--- config.mk ---
export PLATFORM = sky130hd
export DESIGN_NAME = processor_controller
export DESIGN_NICKNAME = d
export VERILOG_FILES = /design/src/rtl/processor_controller.sv
export SDC_FILE = /design/constraint.sdc
export NUM_CORES = 1
export LEC_CHECK = 0
export CAP_MARGIN = 30
export CORE_MARGIN = 10
export CORE_UTILIZATION = 30
export DETAILED_ROUTE_END_ITERATION = 12
export PLACE_DENSITY_LB_ADDON = 0.05
export REMOVE_ABC_BUFFERS = 1
export SETUP_SLACK_MARGIN = 0.4
export SYNTH_ARGS = -nofsm -noshare
export SYNTH_HDL_FRONTEND = slang
export SYNTH_SLANG_ARGS = --single-unit
--- constraint.sdc ---
create_clock -name clk_i -period 1.7 [get_ports clk_i]
set_clock_uncertainty 0.15 [all_clocks]
set_input_delay 0.34 -clock clk_i [delete_from_list [all_inputs] [get_ports clk_i]]
set_output_delay 0.34 -clock clk_i [all_outputs]
set_load 0.005 [all_outputs]
--- src/rtl/processor_controller.sv ---
// processor_controller
//   Multi-cycle control unit for a tiny accumulator-less load/store machine.
//   Fetches 16-bit instructions from a synchronous ROM, latches them into IR,
//   and sequences the datapath (register file, ALU, data memory) through a
//   Moore FSM.
//
// Ports
//   clk_i           system clock, rising edge active
//   rst_i           asynchronous active-high reset
//   im_data_i       instruction ROM read data (valid one cycle after address)
//   pc_addr_o       program counter / instruction ROM address
//   ir_out_o        instruction register
//   state_out_o     current FSM state (debug)
//   d_addr_o        data memory address
//   d_wr_o          data memory write enable
//   rf_s_o          register write-data select (1 = data memory, 0 = ALU)
//   rf_w_addr_o     register file write address
//   rf_w_en_o       register file write enable
//   rf_ra_addr_o    register file port A read address
//   rf_rb_addr_o    register file port B read address
//   alu_s0_o        ALU function (000 pass, 001 add, 010 subtract)
//   halted_o        high while the machine is halted
module processor_controller (
  input  logic        clk_i,
  input  logic        rst_i,
  input  logic [15:0] im_data_i,
  output logic [6:0]  pc_addr_o,
  output logic [15:0] ir_out_o,
  output logic [3:0]  state_out_o,
  output logic [7:0]  d_addr_o,
  output logic        d_wr_o,
  output logic        rf_s_o,
  output logic [3:0]  rf_w_addr_o,
  output logic        rf_w_en_o,
  output logic [3:0]  rf_ra_addr_o,
  output logic [3:0]  rf_rb_addr_o,
  output logic [2:0]  alu_s0_o,
  output logic        halted_o
);

  localparam logic [3:0] S_INIT   = 4'd0;
  localparam logic [3:0] S_FETCH  = 4'd1;
  localparam logic [3:0] S_LATCH  = 4'd2;
  localparam logic [3:0] S_DECODE = 4'd3;
  localparam logic [3:0] S_NOOP   = 4'd4;
  localparam logic [3:0] S_LOAD_A = 4'd5;
  localparam logic [3:0] S_LOAD_B = 4'd6;
  localparam logic [3:0] S_STORE  = 4'd7;
  localparam logic [3:0] S_ADD    = 4'd8;
  localparam logic [3:0] S_SUB    = 4'd9;
  localparam logic [3:0] S_HALT   = 4'd10;

  localparam logic [3:0] OP_STORE = 4'b0001;
  localparam logic [3:0] OP_LOAD  = 4'b0010;
  localparam logic [3:0] OP_ADD   = 4'b0011;
  localparam logic [3:0] OP_SUB   = 4'b0100;
  localparam logic [3:0] OP_HALT  = 4'b0101;

  logic [3:0]  state_q, state_d;
  logic [6:0]  pc_q;
  logic [15:0] ir_q;

  // State register
  always_ff @(posedge clk_i or posedge rst_i) begin
    if (rst_i) begin
      state_q <= S_INIT;
    end else begin
      state_q <= state_d;
    end
  end

  // PC and IR only move on the closing edge of LATCH; by then the ROM has
  // had the whole FETCH cycle to present the word addressed by pc_q.
  // The 7-bit increment wraps 127 -> 0 on its own.
  always_ff @(posedge clk_i or posedge rst_i) begin
    if (rst_i) begin
      pc_q <= 7'd0;
      ir_q <= 16'd0;
    end else if (state_q == S_LATCH) begin
      pc_q <= pc_q + 7'd1;
      ir_q <= im_data_i;
    end
  end

  // Next-state logic
  always_comb begin
    state_d = S_INIT;
    case (state_q)
      S_INIT:   state_d = S_FETCH;
      S_FETCH:  state_d = S_LATCH;
      S_LATCH:  state_d = S_DECODE;
      S_DECODE: begin
        case (ir_q[15:12])
          OP_STORE: state_d = S_STORE;
          OP_LOAD:  state_d = S_LOAD_A;
          OP_ADD:   state_d = S_ADD;
          OP_SUB:   state_d = S_SUB;
          OP_HALT:  state_d = S_HALT;
          default:  state_d = S_NOOP;   // undefined opcodes behave as NOOP
        endcase
      end
      S_NOOP:   state_d = S_FETCH;
      S_LOAD_A: state_d = S_LOAD_B;
      S_LOAD_B: state_d = S_FETCH;
      S_STORE:  state_d = S_FETCH;
      S_ADD:    state_d = S_FETCH;
      S_SUB:    state_d = S_FETCH;
      S_HALT:   state_d = S_HALT;
      default:  state_d = S_INIT;       // encodings 11..15 recover via INIT
    endcase
  end

  // Moore outputs. Everything defaults to 0 so that INIT (the reset state)
  // drives no strobes, which is what makes reset quiet the datapath at once.
  always_comb begin
    d_addr_o     = 8'd0;
    d_wr_o       = 1'b0;
    rf_s_o       = 1'b0;
    rf_w_addr_o  = 4'd0;
    rf_w_en_o    = 1'b0;
    rf_ra_addr_o = 4'd0;
    rf_rb_addr_o = 4'd0;
    alu_s0_o     = 3'b000;
    halted_o     = 1'b0;
    case (state_q)
      S_LOAD_A: begin
        d_addr_o = ir_q[11:4];
        rf_s_o   = 1'b1;
      end
      S_LOAD_B: begin
        // Address held from LOAD_A so the memory read data is stable
        // while the register file captures it.
        d_addr_o    = ir_q[11:4];
        rf_s_o      = 1'b1;
        rf_w_addr_o = ir_q[3:0];
        rf_w_en_o   = 1'b1;
      end
      S_STORE: begin
        d_addr_o     = ir_q[11:4];
        d_wr_o       = 1'b1;
        rf_ra_addr_o = ir_q[3:0];
      end
      S_ADD, S_SUB: begin
        rf_ra_addr_o = ir_q[11:8];
        rf_rb_addr_o = ir_q[7:4];
        rf_w_addr_o  = ir_q[3:0];
        rf_w_en_o    = 1'b1;
        alu_s0_o     = (state_q == S_ADD) ? 3'b001 : 3'b010;
      end
      S_HALT: begin
        halted_o = 1'b1;
      end
      default: ;
    endcase
  end

  assign pc_addr_o   = pc_q;
  assign ir_out_o    = ir_q;
  assign state_out_o = state_q;

endmodule

==> out/qor.yml <==
outcome: "finished with violations"
violations: "setup timing"
synth_area_mm2: 0.00137
placed_cells: 250
yosys.area.top_type: "dfrtp_1"
rsz0062_at_grt: "yes"
via_per_inst: 4.60
core_mm2: 0.00438
clk_latency_ns: 0.27
grt_first_pass_wirelength_um: 8300
syn_inst: 122
h-tree-depth: 1
grt_overflow_total: 0
clk_pin_slew_ns: 0.10
p_total_mw: 4.90
dr.first_iter.drc_count: 40
dr_wl_met3_um: 303
maxClockFrequency_mhz: 489
synth.avg_cell_area_um2: 11.2
hold_buffers: 0
pin_count: 72
cts.sinks: 27
final_core_util: 0.622
period_minus_slack_ns: 2.05
multiInputGateArea_um2: 782
setup.worst_path.start_class: "register"
ys_ff_latch: 27
critPathKind: "reg2out"
grt.total_usage: 0.138
leakage_nw: 1.36
setup_violations: 49
highest_layer: "met4"
synthTopCellsByArea: "dfrtp_1 49%, mux2_2 12%, and2_1 6.8%, a22o_1 3.2%, nor2b_1 3.2%"
rows: 24
synthToLayoutAreaGrowth_pct: 98.8
fill_cells: 348
drv_cap: 0
cts_root_buf: "clkbuf_8"
wirelength_um: 5300
drt_pass1_iterations: 4
dr_wl_met2_um: 2780
routedLengthMet1_um: 2170
grt_pass1_vias: 1571
ant_nets: 0
post_drt_wl_per_cell_um: 17.4
die-height_um: 87.6
hold_viol: 0
crit_fanout: 5
maxSlewViolCount: 0
cts_tree: "done"
layout.nets: 273
dp_hpwl_um: 3220
seq_area_frac_synth: 0.493
drive_gt1_frac: 0.652
ys_types: 31
worst_ep_required_time_ns: 1.21
powerDensity_mw_per_mm2: 1800
cts_made_buffers: 3
regArea_um2: 678
final_cells: 305
pre_cts_slack_ns: -0.402
port_buffers: 70
yosysWarningCount: 0
die_area_mm2: 0.00768
clk_path_buf_depth: 2
antenna_found_initial: 0
start_util: 0.313
setup_ws_ns: -0.346
ir_worst_vdd_mv: 0.800
routabilityCongestion: 0.745
route.detailed.drc: 0
die_w_um: 87.6
cp-end-kind: "primary output"
hp-class: "in2async"
post-route-period-util: 1.20
synth_top_area_frac: 0.493
antenna_cells: 0
grt_max_degree: 28
arrival_ns: 1.56
vias: 1402
==> worst max-delay path: stages, from the launching register on <==
cell and delay, ns:
dfrtp_1 0.44, nor3b_4 0.18, buf_6 0.12, buf_6 0.11, a31oi_4 0.22, nor2b_1 0.08
buf_2 0.13
==> power breakdown <==
part	internal (mW)	switching [mW]	leakage [nW]
registers	0.951	0.225	0.325
logic	2.03	1.32	1.01
clock network	0.166	0.209	0.0217
==> synthesized netlist by cell type <==
master,number
buf_4,1
nand2_1,6
nor2b_1,7
and2_1,15
a31o_2,1
buf_6,2
clkbuf_2,1
a31oi_1,1
o211ai_1,1
nor2_1,1
o31ai_1,1
nand4_1,3
nor3b_1,1
xor2_1,2
conb_1,1
ha_1,1
clkbuf_1,3
xnor2_1,5
dfrtp_1,27
o21a_1,1
nor4b_4,1
nand3b_1,1
o41ai_1,1
nand2b_1,1
mux2_2,15
a22o_1,5
a21oi_1,2
o21ai_0,5
inv_1,5
and3_1,4
o22ai_1,1
==> cell type report <==
| class | count | area share |
|---|---|---|
| timing repair buffer | 133 | 0.416 |
| multi-input combinational | 84 | 0.287 |
| sequential | 27 | 0.249 |
| tap | 52 | 0.0239 |
| clock buffer | 3 | 0.0151 |
| inverter | 5 | 0.00688 |
| clock inverter | 1 | 0.00275 |
==> sequential cells by signal, summed over array words and instances, names as in the netlist <==
| signal | flops |
|---|---|
| ir_out_o | 16 |
| pc_addr_o | 7 |
| state_out_o | 4 |
==> final timing paths <==
kind	start	end	slack [ns]	depth (start not counted)
max	state_out_o[3]	rf_w_addr_o[0]	-0.35	6
min	rst_i	pc_addr_o[5]	0.28	3
max reg2reg	state_out_o[3]	ir_out_o[13]	-0.19	6
min reg2reg	pc_addr_o[6]	pc_addr_o[6]	0.41	2
max in group asynchronous	rst_i	state_out_o[0]	0.84	3
min in group clk_i	pc_addr_o[6]	pc_addr_o[6]	0.41	2
==> per-stage QoR <==
step | hold WS, ns | setup TNS, ns | cell area (µm²)
2_1_floorplan | 0.243 | -9.15 | 1330
3_3_place_gp | 0.312 | -8.66 | 2190
3_5_place_dp | 0.323 | -9.17 | 2190
4_1_cts | 0.285 | -9.62 | 2610
5_1_grt | 0.301 | -13.82 | 2730
6_report | 0.276 | -10.64 | 2730
==> cells by family (layout without fill, tap and decap cells) <==
logic type / Yosys count / count (layout) / synth area share
flip-flops: 27 / 27 / 0.493
XOR/XNOR: 7 / 7 / 0.0447
AND/OR/NAND/NOR: 40 / 40 / 0.184
multiplexers: 15 / 15 / 0.123
AO/OA/AOI/OAI: 19 / 20 / 0.0958
buffers and inverters: 12 / 142 / 0.0474
other: 1 / 1 / 0.00273
adder cells (fa/ha/maj): 1 / 1 / 0.00912
==> timing repair <==
action | in CTS | in global routing
gates cloned | 4 | 0
setup buffers | 41 | 6
resized for setup | 281 | 23
pin swaps | 24 | 8
setup endpoints to repair | 79 | 80
==> layer usage <==
layer  up-vias  global-route usage
li1        681                   -
met1       680               0.155
met2        37               0.245
met3         4              0.0381
met4         0              0.0420
met5         -                   0
==> placed cells by master (no fill, tap or decap), types with 2 or more instances in the layout <==
cell type / instances
xor2_1: 2
and2_1: 3
xnor2_1: 5
mux2_2: 12
and2_4: 12
buf_4: 35
and3_1: 2
nor2b_4: 3
nor2b_1: 4
mux2_4: 3
clkdlybuf4s50_1: 17
clkbuf_2: 2
buf_6: 44
o21ai_2: 2
o21ai_0: 2
inv_1: 5
dfrtp_1: 25
nand4_1: 3
clkbuf_8: 3
a22o_1: 5
and3_4: 2
buf_2: 33
buf_8: 2
nand2_1: 5
dfrtp_2: 2
(Power assumes the default switching activity.)
